**src/rtl/time_set_rx_if.sv**
```systemverilog
// Signal bundle between the UART time-set receiver and the clock core it loads.
// master = receiver side (drives the digits and strobes), slave = consumer side.
interface time_set_rx_if;
    logic       RX;
    logic [3:0] set_hours2;
    logic [3:0] set_hours1;
    logic [3:0] set_mins2;
    logic [3:0] set_mins1;
    logic [3:0] set_secs2;
    logic [3:0] set_secs1;
    logic       set_load;
    logic       rx_error;
    logic       busy;

    modport master (
        input  RX,
        output set_hours2, set_hours1, set_mins2, set_mins1, set_secs2, set_secs1,
        output set_load, rx_error, busy
    );

    modport slave (
        output RX,
        input  set_hours2, set_hours1, set_mins2, set_mins1, set_secs2, set_secs1,
        input  set_load, rx_error, busy
    );
endinterface

```
**src/rtl/time_set_rx.sv**
```systemverilog
// UART 8N1 receiver plus "Thhmmss\r" command parser that loads a BCD time.
// Optional inter-byte timeout enabled by defining TIME_SET_TIMEOUT_EN.
module time_set_rx #(
    parameter int unsigned CLKS_PER_BIT = 868,
    parameter int unsigned TIMEOUT_CLKS = 10000000
) (
    input  logic          CLK100MHZ,
    input  logic          Reset,
    time_set_rx_if.master bus
);

    localparam int unsigned CNT_W = $clog2(CLKS_PER_BIT + 1);
    localparam logic [CNT_W-1:0] BIT_LAST  = CNT_W'(CLKS_PER_BIT - 1);
    localparam logic [CNT_W-1:0] HALF_LAST = CNT_W'(CLKS_PER_BIT / 2 - 1);

    typedef enum logic [1:0] {U_IDLE, U_START, U_DATA, U_STOP} uart_state_t;
    typedef enum logic [1:0] {P_IDLE, P_DIGIT, P_END} parse_state_t;

    uart_state_t      ustate;
    parse_state_t     pstate;
    logic             rx_meta;
    logic             rx_sync;
    logic [CNT_W-1:0] cnt;
    logic [2:0]       bit_idx;
    logic [7:0]       shreg;
    logic [2:0]       didx;
    logic [5:0][3:0]  dig;

    logic stop_sample;
    logic byte_valid;
    logic is_digit;
    logic is_cr;
    logic time_ok;

    // Stop bit is judged combinationally so the load lands one cycle after the sample.
    assign stop_sample = (ustate == U_STOP) && (cnt == BIT_LAST);
    assign byte_valid  = stop_sample && rx_sync;
    assign is_digit    = (shreg >= 8'h30) && (shreg <= 8'h39);
    assign is_cr       = (shreg == 8'h0D);
    assign time_ok     = ((dig[0] < 4'd2) || ((dig[0] == 4'd2) && (dig[1] <= 4'd3)))
                         && (dig[2] <= 4'd5) && (dig[4] <= 4'd5);

    assign bus.busy = (ustate != U_IDLE) || (pstate != P_IDLE);

`ifdef TIME_SET_TIMEOUT_EN
    localparam int unsigned TO_W = $clog2(TIMEOUT_CLKS + 1);
    localparam logic [TO_W-1:0] TO_LAST = TO_W'(TIMEOUT_CLKS - 1);
    logic [TO_W-1:0] to_cnt;
`else
    // Timeout is compiled out; keep the parameter referenced for a clean elaboration.
    if (TIMEOUT_CLKS == 0) begin : g_timeout_unused
    end
`endif

    always_ff @(posedge CLK100MHZ) begin
        if (!Reset) begin
            ustate         <= U_IDLE;
            pstate         <= P_IDLE;
            rx_meta        <= 1'b1;
            rx_sync        <= 1'b1;
            cnt            <= '0;
            bit_idx        <= '0;
            shreg          <= '0;
            didx           <= '0;
            dig            <= '0;
            bus.set_hours2 <= '0;
            bus.set_hours1 <= '0;
            bus.set_mins2  <= '0;
            bus.set_mins1  <= '0;
            bus.set_secs2  <= '0;
            bus.set_secs1  <= '0;
            bus.set_load   <= 1'b0;
            bus.rx_error   <= 1'b0;
`ifdef TIME_SET_TIMEOUT_EN
            to_cnt         <= '0;
`endif
        end else begin
            rx_meta      <= bus.RX;
            rx_sync      <= rx_meta;
            bus.set_load <= 1'b0;
            bus.rx_error <= 1'b0;

            case (ustate)
                U_IDLE: begin
                    cnt <= '0;
                    if (!rx_sync) ustate <= U_START;
                end
                U_START: begin
                    if (cnt == HALF_LAST) begin
                        cnt     <= '0;
                        bit_idx <= '0;
                        ustate  <= rx_sync ? U_IDLE : U_DATA;
                    end else begin
                        cnt <= cnt + 1'b1;
                    end
                end
                U_DATA: begin
                    if (cnt == BIT_LAST) begin
                        cnt     <= '0;
                        shreg   <= {rx_sync, shreg[7:1]};
                        bit_idx <= bit_idx + 1'b1;
                        if (bit_idx == 3'd7) ustate <= U_STOP;
                    end else begin
                        cnt <= cnt + 1'b1;
                    end
                end
                U_STOP: begin
                    if (stop_sample) begin
                        cnt    <= '0;
                        ustate <= U_IDLE;
                        if (!rx_sync) begin
                            bus.rx_error <= 1'b1;
                            pstate       <= P_IDLE;
                        end
                    end else begin
                        cnt <= cnt + 1'b1;
                    end
                end
                default: ustate <= U_IDLE;
            endcase

            if (byte_valid) begin
                case (pstate)
                    P_IDLE: begin
                        if (shreg == 8'h54 || shreg == 8'h74) begin
                            pstate <= P_DIGIT;
                            didx   <= '0;
                        end
                    end
                    P_DIGIT: begin
                        if (is_digit) begin
                            dig[didx] <= shreg[3:0];
                            if (didx == 3'd5) pstate <= P_END;
                            else              didx   <= didx + 1'b1;
                        end else begin
                            bus.rx_error <= 1'b1;
                            pstate       <= P_IDLE;
                        end
                    end
                    P_END: begin
                        pstate <= P_IDLE;
                        if (is_cr && time_ok) begin
                            bus.set_hours2 <= dig[0];
                            bus.set_hours1 <= dig[1];
                            bus.set_mins2  <= dig[2];
                            bus.set_mins1  <= dig[3];
                            bus.set_secs2  <= dig[4];
                            bus.set_secs1  <= dig[5];
                            bus.set_load   <= 1'b1;
                        end else begin
                            bus.rx_error <= 1'b1;
                        end
                    end
                    default: pstate <= P_IDLE;
                endcase
            end

`ifdef TIME_SET_TIMEOUT_EN
            // Counts only line-idle gaps inside a command.
            if (pstate == P_IDLE || byte_valid) begin
                to_cnt <= '0;
            end else if (ustate == U_IDLE) begin
                if (to_cnt == TO_LAST) begin
                    to_cnt       <= '0;
                    bus.rx_error <= 1'b1;
                    pstate       <= P_IDLE;
                end else begin
                    to_cnt <= to_cnt + 1'b1;
                end
            end
`endif
        end
    end

endmodule

```
**src/flat_wrapper.sv**
```systemverilog
// flat-port wrapper written by rule: the top's interface ports become plain ports
module time_set_rx_flat 
#(
    parameter int unsigned CLKS_PER_BIT = 868,
    parameter int unsigned TIMEOUT_CLKS = 10000000
)
  (CLK100MHZ, Reset, bus_RX, bus_set_hours2, bus_set_hours1, bus_set_mins2, bus_set_mins1, bus_set_secs2, bus_set_secs1, bus_set_load, bus_rx_error, bus_busy);
  time_set_rx_if bus_i ();
  input  logic CLK100MHZ;
  input  logic Reset;
  input wire logic [$bits(bus_i.RX)-1:0] bus_RX;
  output wire logic [$bits(bus_i.set_hours2)-1:0] bus_set_hours2;
  output wire logic [$bits(bus_i.set_hours1)-1:0] bus_set_hours1;
  output wire logic [$bits(bus_i.set_mins2)-1:0] bus_set_mins2;
  output wire logic [$bits(bus_i.set_mins1)-1:0] bus_set_mins1;
  output wire logic [$bits(bus_i.set_secs2)-1:0] bus_set_secs2;
  output wire logic [$bits(bus_i.set_secs1)-1:0] bus_set_secs1;
  output wire logic [$bits(bus_i.set_load)-1:0] bus_set_load;
  output wire logic [$bits(bus_i.rx_error)-1:0] bus_rx_error;
  output wire logic [$bits(bus_i.busy)-1:0] bus_busy;
  assign bus_i.RX = bus_RX;
  assign bus_set_hours2 = bus_i.set_hours2;
  assign bus_set_hours1 = bus_i.set_hours1;
  assign bus_set_mins2 = bus_i.set_mins2;
  assign bus_set_mins1 = bus_i.set_mins1;
  assign bus_set_secs2 = bus_i.set_secs2;
  assign bus_set_secs1 = bus_i.set_secs1;
  assign bus_set_load = bus_i.set_load;
  assign bus_rx_error = bus_i.rx_error;
  assign bus_busy = bus_i.busy;
  time_set_rx #(.CLKS_PER_BIT(CLKS_PER_BIT), .TIMEOUT_CLKS(TIMEOUT_CLKS)) u_core (.CLK100MHZ(CLK100MHZ), .Reset(Reset), .bus(bus_i));
endmodule
```
**config.mk**
```make
export PLATFORM = sky130hd
export DESIGN_NAME = time_set_rx_flat
export DESIGN_NICKNAME = d
export VERILOG_FILES = /design/src/rtl/time_set_rx_if.sv /design/src/rtl/time_set_rx.sv /design/src/flat_wrapper.sv
export SDC_FILE = /design/constraint.sdc
export NUM_CORES = 1
export LEC_CHECK = 0
export ABC_AREA = 0
export CAP_MARGIN = 20
export CORE_ASPECT_RATIO = 1.25
export CORE_MARGIN = 8
export CORE_UTILIZATION = 50
export DETAILED_ROUTE_END_ITERATION = 10
export GPL_TIMING_DRIVEN = 0
export PLACE_DENSITY_LB_ADDON = 0.05
export SLEW_MARGIN = 15
export SYNTH_ARGS = -nofsm -noshare
export SYNTH_HDL_FRONTEND = slang
export SYNTH_SLANG_ARGS = --single-unit
```
**constraint.sdc**
```tcl
create_clock -name CLK100MHZ -period 4.6 [get_ports CLK100MHZ]
set_clock_uncertainty 0.05 [all_clocks]
set_input_delay 0.69 -clock CLK100MHZ [delete_from_list [all_inputs] [get_ports CLK100MHZ]]
set_output_delay 0.69 -clock CLK100MHZ [all_outputs]
set_load 0.01 [all_outputs]
```
==> flow_summary.json <==
{
  "timing.critical_path.max_delay_family": "buffers and inverters",
  "dr.first_iter.drc_count": 192,
  "postCtsSetupRepairBufs": 0,
  "library_cell_with_the_highest_instance_count_after_synthesis": "dfxtp_1",
  "clock_tree_from_tritoncts": "done",
  "syn2layout_area_growth_pct": 17.7,
  "postCtsResizedCells": 0,
  "irDropWorstVdd_mv": 0.184,
  "maxSlewHeadroom_pct": 60.5,
  "diodes": 0,
  "clock-root-buffer": "clkbuf_8",
  "multiInputGateArea_um2": 1900,
  "wire_per_inst_um": 15.8,
  "min_period_ps": 2600,
  "cts-htree-levels": 3,
  "drc": 0,
  "dominantRegCellSynth": "dfxtp_1",
  "cts_sinks": 80,
  "antenna_found_initial": 0,
  "timing.max_cap.violations": 0,
  "setup_viol": 0,
  "avgSynthCellArea_um2": 8.76,
  "number_of_global_route_vias_before_repair": 3086,
  "p_per_area_nw_per_um2": 314,
  "rsz0062_at_grt": "no",
  "finalNetCount": 472,
  "floorplan.rows": 35,
  "grt_overflow_total": 0,
  "syn_area_um2": 3680,
  "leakagePower_nw": 1.46,
  "sequential_cell_area_um2": 1600,
  "design.core.area_um2": 7270,
  "number_of_nets_with_antenna_violations_after_detailed_routing": 0,
  "kind_of_launch_point_of_the_worst_setup_path": "flop",
  "synth_cell_types": 56,
  "worst-endpoint-required_ps": 3860,
  "io-pin-count": 30,
  "cell_at_the_slowest_stage_of_the_critical_path": "clkdlybuf4s50_1",
  "clock.fmax_mhz": 385,
  "setup_tns_ps": 0,
  "synth_top_cells_by_count": "dfxtp_1, nand2_1, a21oi_1",
  "cp.buffers_inverters": 2,
  "crit_path_cell_trace": "clkbuf_1 > nor2_1 > nand2_1 > clkdlybuf4s50_1",
  "finalWeightedCongestion": 0.851,
  "finalWirelength_um": 8830,
  "holdCritPathClass": "reg -> reg",
  "detail_route.vias_per_cell": 5.70,
  "critical_path.endpoint_type": "output port",
  "initial_util_pct": 50.6,
  "synthDominantCellAreaShare_pct": 43.5,
  "clk_buf_depth": 2,
  "clk_transition_reported_paths_ps": 80,
  "post-dp-hpwl_um": 6400,
  "clk_latency_ps": 360,
  "final_max_slew_viol_count": 0,
  "holdBufCountCts": 0,
  "die_x_um": 92.7,
  "grt.total_usage_pct": 17.9,
  "synthCells": 420,
  "worst-slew-pin-transition_ps": 593,
  "arrival_ps": 1860,
  "whs_ps": 363,
  "dr.pass1.iters": 4,
  "yosys-top-cells-area": "dfxtp_1, nand2_1, mux2i_1",
  "synth-async-reset-ratio_pct": 0,
  "fin_crit_sh_pct": 56.4,
  "grt_pass1_wl_um": 15000,
  "proportion_of_synthesized_chip_area_in_sequential_cells_pct": 43.5,
  "n_fill_cell": 694,
  "syn_nets": 432,
  "die-height_um": 112,
  "synth_top_cell_by_area": "dfxtp_1",
  "path_max_fanout": 10,
  "placement.io_buffers": 29,
  "floorplan.die_area_um2": 10400,
  "num_vias": 3175,
  "final_layout_size_suffix_gt1_share_pct": 8.17,
  "max_stage_delay_ps": 540,
  "hold_viol": 0,
  "criticalPathCategory": "reg -> out",
  "grt_max_degree": 14,
  "cts_made_buffers": 9,
  "outcome": "finished, final reports clean",
  "yosysWarnings": 0,
  "ys_ff_latch": 80,
  "synth-edff-count": 0
}
==> report_power, final <==
group	switching [mW]	internal [mW]
logic	0.0231	0.00848
clock network	0.260	0.376
registers	0.000781	0.693
==> worst paths after layout <==
check,slack (ps),startpoint,endpoint,depth (start not counted)
setup / recovery,2000,flop,bus_busy,4
hold / removal,360,u_core.rx_meta,u_core.rx_sync,1
setup reg to reg,2480,u_core.cnt[0],u_core.bus.set_secs1[0],6
hold reg to reg,360,u_core.rx_meta,u_core.rx_sync,1
==> flip-flops by register name (all words and copies together), names as in the netlist, named ones only <==
name	count
u_core.rx_sync	1
u_core.dig	24
u_core.bus.set_hours2	4
u_core.bus.set_load	1
u_core.shreg	8
u_core.bus.set_mins1	4
u_core.didx	3
u_core.rx_meta	1
u_core.bus.set_mins2	4
u_core.ustate	1
u_core.pstate	2
u_core.bus.rx_error	1
u_core.bit_idx	3
u_core.cnt	10
u_core.bus.set_hours1	4
u_core.bus.set_secs1	4
u_core.bus.set_secs2	4
==> logic make-up (layout without fill, tap and decap cells) <==
logic type	Yosys count	in the layout	share of synthesized area, %
and+or+nand+nor	181	181	27.5
AOI/OAI and AO/OA	82	82	12.9
DFF	80	80	43.5
buffers and inverters	37	82	4.79
muxes	23	23	6.29
adders and majority gates	9	9	3.06
xor gates and xnor gates	8	8	1.90
==> cell usage in the layout, fill, tap and decap left out, types with 10 or more instances in the layout <==
| cell | n |
|---|---|
| nand4_1 | 15 |
| nor2_1 | 15 |
| clkbuf_8 | 10 |
| mux2i_1 | 22 |
| a21oi_1 | 37 |
| nand2_1 | 68 |
| clkbuf_1 | 18 |
| o21ai_0 | 24 |
| clkdlybuf4s50_1 | 29 |
| nand3_1 | 31 |
| dfxtp_1 | 80 |
==> through the flow <==
stage / setup slack (ps) / std cells / util, % / power [mW] / instance area, µm²
after global placement: 1970 / 541 / 56.2 / 0.742 / 4090
after floorplan: 2840 / 420 / - / 0.730 / 3680
after detailed placement: 1900 / 541 / 56.2 / 0.743 / 4090
after global routing: 1880 / 557 / 59.6 / 1.40 / 4330
after CTS: 1990 / 557 / 59.6 / 1.37 / 4330
final: 2000 / 557 / 59.6 / 1.36 / 4330
==> routing by layer <==
| metal | GRT usage (%) | vias up | share of wire (%) |
|---|---|---|---|
| li1 | - | 1575 | - |
| met4 | 9.48 | 0 | 2.6 |
| met2 | 31.2 | 65 | 51 |
| met5 | 0 | - | 0 |
| met3 | 3.43 | 19 | 4.0 |
| met1 | 19.9 | 1516 | 43 |
==> area by class of cell <==
cell class / instances / share of cell area [%]
Clock buffer: 11 / 3.26
Timing Repair Buffer: 29 / 6.70
Clock inverter: 5 / 2.40
Multi-Input combinational cell: 303 / 43.9
Sequential cell: 80 / 37.0
Tap cell: 92 / 2.66
Inverter: 7 / 0.607
Buffer: 30 / 3.47
Power figures use the tool's default switching activity.
